$ cat src/rtl/wb_cmd_master_if.sv
// wb_cmd_master_if: command/response ports and Wishbone classic signals of wb_cmd_master.
interface wb_cmd_master_if #(
  parameter int AW = 16,
  parameter int DW = 32
);
  logic          i_cmd_valid;
  logic          o_cmd_ready;
  logic          i_cmd_we;
  logic [AW-1:0] i_cmd_adr;
  logic [DW-1:0] i_cmd_data;
  logic          o_rsp_valid;
  logic          i_rsp_ready;
  logic [DW-1:0] o_rsp_data;
  logic          o_rsp_err;
  logic          o_wb_cyc;
  logic          o_wb_stb;
  logic          o_wb_we;
  logic [3:0]    o_wb_sel;
  logic [AW-1:0] o_wb_adr;
  logic [DW-1:0] o_wb_data;
  logic          i_wb_ack;
  logic [DW-1:0] i_wb_data;
  modport master (
    input  i_cmd_valid, i_cmd_we, i_cmd_adr, i_cmd_data, i_rsp_ready, i_wb_ack, i_wb_data,
    output o_cmd_ready, o_rsp_valid, o_rsp_data, o_rsp_err,
    output o_wb_cyc, o_wb_stb, o_wb_we, o_wb_sel, o_wb_adr, o_wb_data
  );
  modport slave (
    output i_cmd_valid, i_cmd_we, i_cmd_adr, i_cmd_data, i_rsp_ready, i_wb_ack, i_wb_data,
    input  o_cmd_ready, o_rsp_valid, o_rsp_data, o_rsp_err,
    input  o_wb_cyc, o_wb_stb, o_wb_we, o_wb_sel, o_wb_adr, o_wb_data
  );
endinterface

$ cat src/rtl/wb_cmd_master.sv
// wb_cmd_master: FIFO-buffered Wishbone classic single-transfer initiator with ack timeout.
module wb_cmd_master #(
  parameter int AW         = 16,
  parameter int DW         = 32,
  parameter int FIFO_DEPTH = 4,
  parameter int TIMEOUT    = 255
) (
  input  logic            i_clk,
  input  logic            i_rst_n,
  wb_cmd_master_if.master bus,
  output logic            o_busy
);
  localparam int PW = $clog2(FIFO_DEPTH);
  localparam int CW = PW + 1;
  localparam int EW = 1 + AW + DW;
  typedef enum logic [1:0] {IDLE, BUS, RSP} state_t;
  state_t        r_state, w_state;
  logic [EW-1:0] r_mem [FIFO_DEPTH];
  logic [EW-1:0] w_head;
  logic [PW-1:0] r_wr_ptr, r_rd_ptr;
  logic [CW-1:0] r_count;
  logic [7:0]    r_tmo, w_tmo;
  logic          r_stb, w_stb, r_we, w_we;
  logic          r_rsp_valid, w_rsp_valid, r_rsp_err, w_rsp_err;
  logic [AW-1:0] r_adr, w_adr;
  logic [DW-1:0] r_wdat, w_wdat, r_rdat, w_rdat;
  logic          w_push, w_pop, w_empty;
  assign bus.o_cmd_ready = r_count != CW'(FIFO_DEPTH);
  assign w_empty         = r_count == '0;
  assign w_push          = bus.i_cmd_valid && bus.o_cmd_ready;
  assign w_pop           = r_state == IDLE && !w_empty;
  assign w_head          = r_mem[r_rd_ptr];
  assign o_busy          = r_state != IDLE || !w_empty;
  assign bus.o_wb_cyc    = r_stb;
  assign bus.o_wb_stb    = r_stb;
  assign bus.o_wb_we     = r_we;
  assign bus.o_wb_sel    = 4'hF;
  assign bus.o_wb_adr    = r_adr;
  assign bus.o_wb_data   = r_wdat;
  assign bus.o_rsp_valid = r_rsp_valid;
  assign bus.o_rsp_data  = r_rdat;
  assign bus.o_rsp_err   = r_rsp_err;
  always_ff @(posedge i_clk)
    if (w_push) r_mem[r_wr_ptr] <= {bus.i_cmd_we, bus.i_cmd_adr, bus.i_cmd_data};
  always_ff @(posedge i_clk or negedge i_rst_n)
    if (!i_rst_n) begin
      r_wr_ptr <= '0;
      r_rd_ptr <= '0;
      r_count  <= '0;
    end else begin
      r_wr_ptr <= r_wr_ptr + PW'(w_push);
      r_rd_ptr <= r_rd_ptr + PW'(w_pop);
      r_count  <= r_count + CW'(w_push) - CW'(w_pop);
    end
  always_ff @(posedge i_clk or negedge i_rst_n)
    if (!i_rst_n) begin
      r_state     <= IDLE;
      r_tmo       <= '0;
      r_stb       <= 1'b0;
      r_we        <= 1'b0;
      r_adr       <= '0;
      r_wdat      <= '0;
      r_rsp_valid <= 1'b0;
      r_rsp_err   <= 1'b0;
      r_rdat      <= '0;
    end else begin
      r_state     <= w_state;
      r_tmo       <= w_tmo;
      r_stb       <= w_stb;
      r_we        <= w_we;
      r_adr       <= w_adr;
      r_wdat      <= w_wdat;
      r_rsp_valid <= w_rsp_valid;
      r_rsp_err   <= w_rsp_err;
      r_rdat      <= w_rdat;
    end
  // Ack is tested before the timeout so a last-cycle ack still completes cleanly.
  always_comb begin
    w_state     = r_state;
    w_tmo       = r_tmo;
    w_stb       = r_stb;
    w_we        = r_we;
    w_adr       = r_adr;
    w_wdat      = r_wdat;
    w_rsp_valid = r_rsp_valid;
    w_rsp_err   = r_rsp_err;
    w_rdat      = r_rdat;
    if (w_pop) begin
      w_state               = BUS;
      w_stb                 = 1'b1;
      w_tmo                 = '0;
      {w_we, w_adr, w_wdat} = w_head;
    end else if (r_state == BUS && bus.i_wb_ack) begin
      w_state     = RSP;
      w_stb       = 1'b0;
      w_rsp_valid = 1'b1;
      w_rsp_err   = 1'b0;
      w_rdat      = r_we ? '0 : bus.i_wb_data;
    end else if (r_state == BUS && r_tmo == 8'(TIMEOUT - 1)) begin
      w_state     = RSP;
      w_stb       = 1'b0;
      w_rsp_valid = 1'b1;
      w_rsp_err   = 1'b1;
      w_rdat      = '0;
    end else if (r_state == BUS) begin
      w_tmo = r_tmo + 8'd1;
    end else if (r_state == RSP && bus.i_rsp_ready) begin
      w_state     = IDLE;
      w_rsp_valid = 1'b0;
    end
  end
endmodule

$ cat src/flat_wrapper.sv
// flat-port wrapper written by rule: the top's interface ports become plain ports
module wb_cmd_master_flat 
#(
  parameter int AW         = 16,
  parameter int DW         = 32,
  parameter int FIFO_DEPTH = 4,
  parameter int TIMEOUT    = 255
)
  (i_clk, i_rst_n, o_busy, bus_i_cmd_valid, bus_i_cmd_we, bus_i_cmd_adr, bus_i_cmd_data, bus_i_rsp_ready, bus_i_wb_ack, bus_i_wb_data, bus_o_cmd_ready, bus_o_rsp_valid, bus_o_rsp_data, bus_o_rsp_err, bus_o_wb_cyc, bus_o_wb_stb, bus_o_wb_we, bus_o_wb_sel, bus_o_wb_adr, bus_o_wb_data);
  wb_cmd_master_if #(.AW(AW), .DW(DW)) bus_i ();
  input  logic i_clk;
  input  logic i_rst_n;
  output logic o_busy;
  input wire logic [$bits(bus_i.i_cmd_valid)-1:0] bus_i_cmd_valid;
  input wire logic [$bits(bus_i.i_cmd_we)-1:0] bus_i_cmd_we;
  input wire logic [$bits(bus_i.i_cmd_adr)-1:0] bus_i_cmd_adr;
  input wire logic [$bits(bus_i.i_cmd_data)-1:0] bus_i_cmd_data;
  input wire logic [$bits(bus_i.i_rsp_ready)-1:0] bus_i_rsp_ready;
  input wire logic [$bits(bus_i.i_wb_ack)-1:0] bus_i_wb_ack;
  input wire logic [$bits(bus_i.i_wb_data)-1:0] bus_i_wb_data;
  output wire logic [$bits(bus_i.o_cmd_ready)-1:0] bus_o_cmd_ready;
  output wire logic [$bits(bus_i.o_rsp_valid)-1:0] bus_o_rsp_valid;
  output wire logic [$bits(bus_i.o_rsp_data)-1:0] bus_o_rsp_data;
  output wire logic [$bits(bus_i.o_rsp_err)-1:0] bus_o_rsp_err;
  output wire logic [$bits(bus_i.o_wb_cyc)-1:0] bus_o_wb_cyc;
  output wire logic [$bits(bus_i.o_wb_stb)-1:0] bus_o_wb_stb;
  output wire logic [$bits(bus_i.o_wb_we)-1:0] bus_o_wb_we;
  output wire logic [$bits(bus_i.o_wb_sel)-1:0] bus_o_wb_sel;
  output wire logic [$bits(bus_i.o_wb_adr)-1:0] bus_o_wb_adr;
  output wire logic [$bits(bus_i.o_wb_data)-1:0] bus_o_wb_data;
  assign bus_i.i_cmd_valid = bus_i_cmd_valid;
  assign bus_i.i_cmd_we = bus_i_cmd_we;
  assign bus_i.i_cmd_adr = bus_i_cmd_adr;
  assign bus_i.i_cmd_data = bus_i_cmd_data;
  assign bus_i.i_rsp_ready = bus_i_rsp_ready;
  assign bus_i.i_wb_ack = bus_i_wb_ack;
  assign bus_i.i_wb_data = bus_i_wb_data;
  assign bus_o_cmd_ready = bus_i.o_cmd_ready;
  assign bus_o_rsp_valid = bus_i.o_rsp_valid;
  assign bus_o_rsp_data = bus_i.o_rsp_data;
  assign bus_o_rsp_err = bus_i.o_rsp_err;
  assign bus_o_wb_cyc = bus_i.o_wb_cyc;
  assign bus_o_wb_stb = bus_i.o_wb_stb;
  assign bus_o_wb_we = bus_i.o_wb_we;
  assign bus_o_wb_sel = bus_i.o_wb_sel;
  assign bus_o_wb_adr = bus_i.o_wb_adr;
  assign bus_o_wb_data = bus_i.o_wb_data;
  wb_cmd_master #(.AW(AW), .DW(DW), .FIFO_DEPTH(FIFO_DEPTH), .TIMEOUT(TIMEOUT)) u_core (.i_clk(i_clk), .i_rst_n(i_rst_n), .bus(bus_i), .o_busy(o_busy));
endmodule
$ cat config.mk
export PLATFORM = sky130hd
export DESIGN_NAME = wb_cmd_master_flat
export DESIGN_NICKNAME = d
export VERILOG_FILES = /design/src/rtl/wb_cmd_master_if.sv /design/src/rtl/wb_cmd_master.sv /design/src/flat_wrapper.sv
export SDC_FILE = /design/constraint.sdc
export NUM_CORES = 1
export LEC_CHECK = 0
export ABC_AREA = 1
export BUFFER_PORTS_ARGS = -buffer_cell sky130_fd_sc_hd__buf_2
export CAP_MARGIN = 10
export CELL_PAD_IN_SITES_DETAIL_PLACEMENT = 2
export CELL_PAD_IN_SITES_GLOBAL_PLACEMENT = 2
export CORE_ASPECT_RATIO = 1.1
export CORE_MARGIN = 2
export CORE_UTILIZATION = 40
export CTS_CLUSTER_DIAMETER = 30
export CTS_CLUSTER_SIZE = 12
export DETAILED_ROUTE_END_ITERATION = 6
export MAX_ROUTING_LAYER = met4
export PLACE_DENSITY = 0.81
export SKIP_CTS_REPAIR_TIMING = 1
export SYNTH_ARGS = -nofsm -noshare
export SYNTH_HDL_FRONTEND = slang
export SYNTH_SLANG_ARGS = --single-unit
$ cat constraint.sdc
create_clock -name i_clk -period 7.39 [get_ports i_clk]
set_input_delay 1.478 -clock i_clk [delete_from_list [all_inputs] [get_ports i_clk]]
set_output_delay 1.478 -clock i_clk [all_outputs]
set_load 0.005 [all_outputs]
# Word level (Yosys, flattened, before mapping)
# Memory sizes are Yosys's and may differ from the RTL's. A register that Yosys moved wholly into a read port is not among the register bits.
# Index checks and enable logic that the tools add are counted.
# totals
n_memories	1
ram_bits	196
ff_bits	52
out_inout_bits	91
word_cells	67
# classes
mux	23
eq_ne	8
n_addsub	5
bitwise	1
n_reduce_logical	20
# mem_list
name	depth	width	rd	rd_ports_with_merged_regs	wr	line	source
u_core.r_mem	4	49	1	1	1	wb_cmd_master.sv:18	logic [EW-1:0] r_mem [FIFO_DEPTH];
# op_table
op	count
$mux W32	3
$mux W8	4
$mux W1	11
$mux W2	5
$add A8 B1 Y8 const B	1
$eq A8 B8 Y1 const B	1
$ne A3 B3 Y1 const B	2
$reduce_and A3 Y1	2
$reduce_bool A2 Y1	3
$reduce_bool A3 Y1	2
$logic_and A1 B1 Y1	5
$add A2 B1 Y2	2
$ne A2 B1 Y1 const B	2
$ne A4 B3 Y1 const B	1
$reduce_and A2 Y1	2
$reduce_bool A4 Y1	1
$add A3 B1 Y3	1
$logic_not A3 Y1	1
$sub A3 B1 Y3	1
$eq A2 B1 Y1 const B	1
$eq A2 B2 Y1 const B	1
$logic_not A1 Y1	2
$logic_not A2 Y1	1
$logic_or A1 B1 Y1	1
$not A1 Y1	1

# Depth between registers and ports, before layout
# logic_depth
word_depth	7
mapped_depth	11

# Worst setup path before layout
# Ideal clock, no wire load.
# synth_timing
path_type	input -> register
start	input port bus_i_cmd_valid
end	memory u_core.r_mem[0][0] (netlist name) (enable)
stages	2
slack_ns	1.947
t_arrival_ns	4.927
t_required_ns	6.874
cell_sequence	nand2_1 -> nor3_1
# synth_between
elab_chain_len	3
# synth_rtl
item	line	source
from (decl)	flat_wrapper.sv:14	input wire logic [$bits(bus_i.i_cmd_valid)-1:0] bus_i_cmd_valid;
$logic_and A1 B1 Y1	wb_cmd_master.sv:30	assign w_push = bus.i_cmd_valid && bus.o_cmd_ready;
$mux W1	wb_cmd_master.sv:44	if (w_push) r_mem[r_wr_ptr] <= {bus.i_cmd_we, bus.i_cmd_adr, bus.i_cmd_data};
$mux W1 (not written as such)	wb_cmd_master.sv:44	
to (decl)	wb_cmd_master.sv:18	
# Every way passes these cells.

# Worst setup path after layout
# layout_timing
start	register u_core.r_state[0]
end	output port o_busy
# layout_between
elab_chain_len	2
# layout_rtl
item	line	source
from (decl)	wb_cmd_master.sv:17	state_t r_state, w_state;
from (signal assigned)	wb_cmd_master.sv:67	r_state <= w_state;
$reduce_bool A2 Y1	wb_cmd_master.sv:33	assign o_busy = r_state != IDLE || !w_empty;
$logic_or A1 B1 Y1	wb_cmd_master.sv:33	
to (decl)	flat_wrapper.sv:13	output logic o_busy;
# Every way passes these cells.

==> impl_metrics.py <==
metrics = {
    "yosys": {
        "ys_seq_area_frac": 0.734,
        "syn_area_per_cell_um2": 12.0,
        "synth_top_flop_cell": "edfxtp_1",
        "synth_top_area_frac": 0.513,
        "yosysWarnings": 0,
        "synth_compound_area_frac": 0.0736,
        "synth_cell_types": 28,
        "yosys-top-cells-count": "nor2_1 (261), edfxtp_1 (196), nand2_1 (123), dfrtp_1 (101), o21ai_0 (95)",
        "synth-edff-count": 196,
        "synthMuxAreaShare": 0,
        "synth_most_common_cell": "nor2_1",
        "synthSimpleGateAreaFrac": 0.141,
        "synth_xor_area_frac": 0.00535,
        "synth_area_leaders": "edfxtp_1 (51%), dfrtp_1 (22%), nor2_1 (8.5%), o21ai_0 (4.1%), nand2_1 (4.0%)",
        "async_reset_ff_frac": 0.340,
        "synth_cells": 957,
        "synth.largest_area_cell": "edfxtp_1",
        "yosys_register_bits": 297,
        "yosys.area_share.adder": 0.00611,
        "synth_area_mm2": 0.0115,
        "synth_top_family_by_area": "simple AND/OR/NAND/NOR gates",
    },
    "sta": {
        "timing.fmax_mhz": 352,
        "final.period_utilization": 0.384,
        "fin_tns_setup_ns": 0,
        "fin_skew_ns": 0.0262,
        "slew_headroom": 0.203,
        "grt_setup_unrepaired": "false",
        "worst_pin_slew_ns": 1.20,
        "setup_ws_ns": 4.55,
        "min_period_ns": 2.84,
        "hold_violations": 0,
        "drv_slew": 0,
        "setup_viol": 0,
    },
    "detailed_routing": {
        "drc_errors": 0,
        "wire_per_inst_um": 22.7,
        "dr.first_iter.drc_count": 508,
        "ant_nets": 0,
        "vias": 8203,
        "postRouteWirelength_um": 35500,
        "viasPerCell": 5.25,
        "firstDrtPassIters": 4,
    },
    "critical_path": {
        "cp_slowest_cell": "dfrtp_1",
        "r2r-end": "u_core.bus.o_wb_adr[14]$_DFFE_PN0P_",
        "slowest_delay_ns": 0.41,
        "path_max_fanout": 3,
        "start_kind": "flip-flop",
        "cp_top_family": "flip-flops",
        "path_buf_inv": 1,
        "cp_num_cells": 3,
        "rr_worst_depth": 3,
        "required_ns": 5.91,
        "r2r-start": "u_core.r_rd_ptr[0]$_DFF_PN0_",
        "crit_arrival_ns": 1.36,
        "path_class": "reg -> out",
        "r2r_slack_ns": 4.58,
        "crit_chain": "nor2_2 > nand4_1 > buf_2",
        "end_kind": "primary output",
    },
    "clock_network": {
        "cts_tree": "built",
        "clk_latency_ns": 0.58,
        "cts_root_buffer": "clkbuf_16",
        "clkTransAtPathRegs_ns": 0.04,
        "cts_sinks": 297,
        "cts_buffers": 57,
        "h-tree-depth": 2,
        "cts_buffer_depth": 3,
    },
    "die": {
        "start_util": 0.403,
        "rows": 65,
        "die_h_um": 182,
        "die_width_um": 165,
        "core_region_area_mm2": 0.0285,
        "die_area_mm2": 0.0300,
        "ios": 177,
    },
    "placement": {
        "placement.io_buffers": 172,
        "gp_congestion": 0.712,
        "dpl_worst_slack_ns": 4.31,
        "dp_hpwl_um": 19100,
    },
    "layout": {
        "drive_gt1_frac": 0.245,
        "area_delta_synth_final_pct": 25.9,
        "num-nets-final": 1232,
    },
    "min_path": {
        "hold_path_class": "reg -> reg",
        "hold_start": "u_core.bus.o_rsp_data[28]$_DFFE_PN0P_",
        "worstHoldPathCells": 2,
        "hold_end": "u_core.bus.o_rsp_data[28]$_DFFE_PN0P_",
    },
    "global_route": {
        "grt_max_degree": 106,
        "track_usage": 0.245,
        "grt_pass1_vias": 9322,
        "grt-ovfl-total": 0,
        "grt_pass1_wl_um": 54300,
        "antenna_found_initial": 3,
    },
    "pwr": {
        "total_leakage_power_nw": 5.87,
        "ir_drop_uv": 241,
        "power_density_mw_per_mm2": 483,
    },
    "outcome": {
        "status": "complete, no violations",
    },
    "job": {
        "cap_viol_max_count": 0,
    },
}
[worst min-delay path: stages (launching register included)]
cell and delay (ns):
dfrtp_1 0.33, nand2_1 0.05, nand2_1 0.05
[worst max path at each step]
stage | slack, ns | from | endpoint
after global placement | 4.37 | i_rst_n | u_core.r_rd_ptr[0]$_DFF_PN0_
after global routing | 4.34 | u_core.r_rd_ptr[0]$_DFF_PN0_ | u_core.bus.o_wb_adr[2]$_DFFE_PN0P_
final | 4.55 | u_core.r_state[0]$_DFFE_PN0P_ | o_busy
after CTS | 4.52 | u_core.r_state[1]$_DFFE_PN0P_ | o_busy
after detailed placement | 4.31 | i_rst_n | u_core.r_rd_ptr[0]$_DFF_PN0_
after floorplan | 1.95 | bus_i_cmd_valid | u_core.r_mem[0][0]$_DFFE_PP_
[stage by stage]
| step | power, W | utilization | hold slack, ns | cell area, um^2 | cells |
|---|---|---|---|---|---|
| floorplan | 0.00366 | - | 0.465 | 11500 | 960 |
| global placement | 0.00419 | 0.439 | 0.448 | 12500 | 1450 |
| detailed placement | 0.00436 | 0.439 | 0.462 | 12500 | 1450 |
| CTS | 0.00706 | 0.507 | 0.475 | 14400 | 1558 |
| global route | 0.00736 | 0.507 | 0.499 | 14400 | 1561 |
| finish | 0.00698 | 0.507 | 0.467 | 14400 | 1561 |
[layout make-up]
cell class                      count  area [um^2]
Antenna cell                        3         7.51
Multi-Input combinational cell    585         2620
Clock buffer                       74         1550
Timing Repair Buffer              178          908
Inverter                           22         90.1
Clock inverter                     34          382
Sequential cell                   297         8420
Tap cell                          368          460
Fill cell                        2796        14000
[sequential cells by signal, indices dropped and copies added (netlist names)]
register,count
u_core.bus.o_wb_data,32
u_core.r_count,3
u_core.r_state,2
u_core.r_mem,196
u_core.bus.o_rsp_err,1
u_core.bus.o_wb_we,1
u_core.bus.o_rsp_valid,1
u_core.bus.o_wb_cyc,1
u_core.r_wr_ptr,2
u_core.r_rd_ptr,2
u_core.bus.o_rsp_data,32
u_core.bus.o_wb_adr,16
u_core.r_tmo,8
[report_power, final]
part / total, W / switching, W / internal [W]
clock network: 0.00259 / 0.000899 / 0.00169
registers: 0.00263 / 0.000338 / 0.00229
logic: 0.00175 / 0.00119 / 0.000564
[cell families after synthesis]
group,after synthesis
xor gates and xnor gates,7
DFF,297
AOI/OAI and AO/OA,155
adders and majority gates,5
buffers and inverters,78
other,1
and+or+nand+nor,414
[metal layers]
layer | share of wire | global-route usage
met4 | 0.022 | 0.0734
met1 | 0.41 | 0.290
met2 | 0.51 | 0.420
met3 | 0.056 | 0.0489
met5 | 0 | -
[cells in the final DEF, fill, tap and decap left out, drive strengths merged]
master / n
o21bai: 2
o21a: 1
nor3: 5
conb: 4
edfxtp: 196
nor2: 265
buf: 178
nand2: 126
nand3: 17
clkinvlp: 3
inv: 27
xor2: 6
o21ai: 103
fa: 1
bufinv: 6
clkinv: 20
diode: 3
nand4: 1
xnor2: 1
a31oi: 49
clkbuf: 74
dfrtp: 101
ha: 4
No activity file was read; power rests on OpenSTA's default activity.
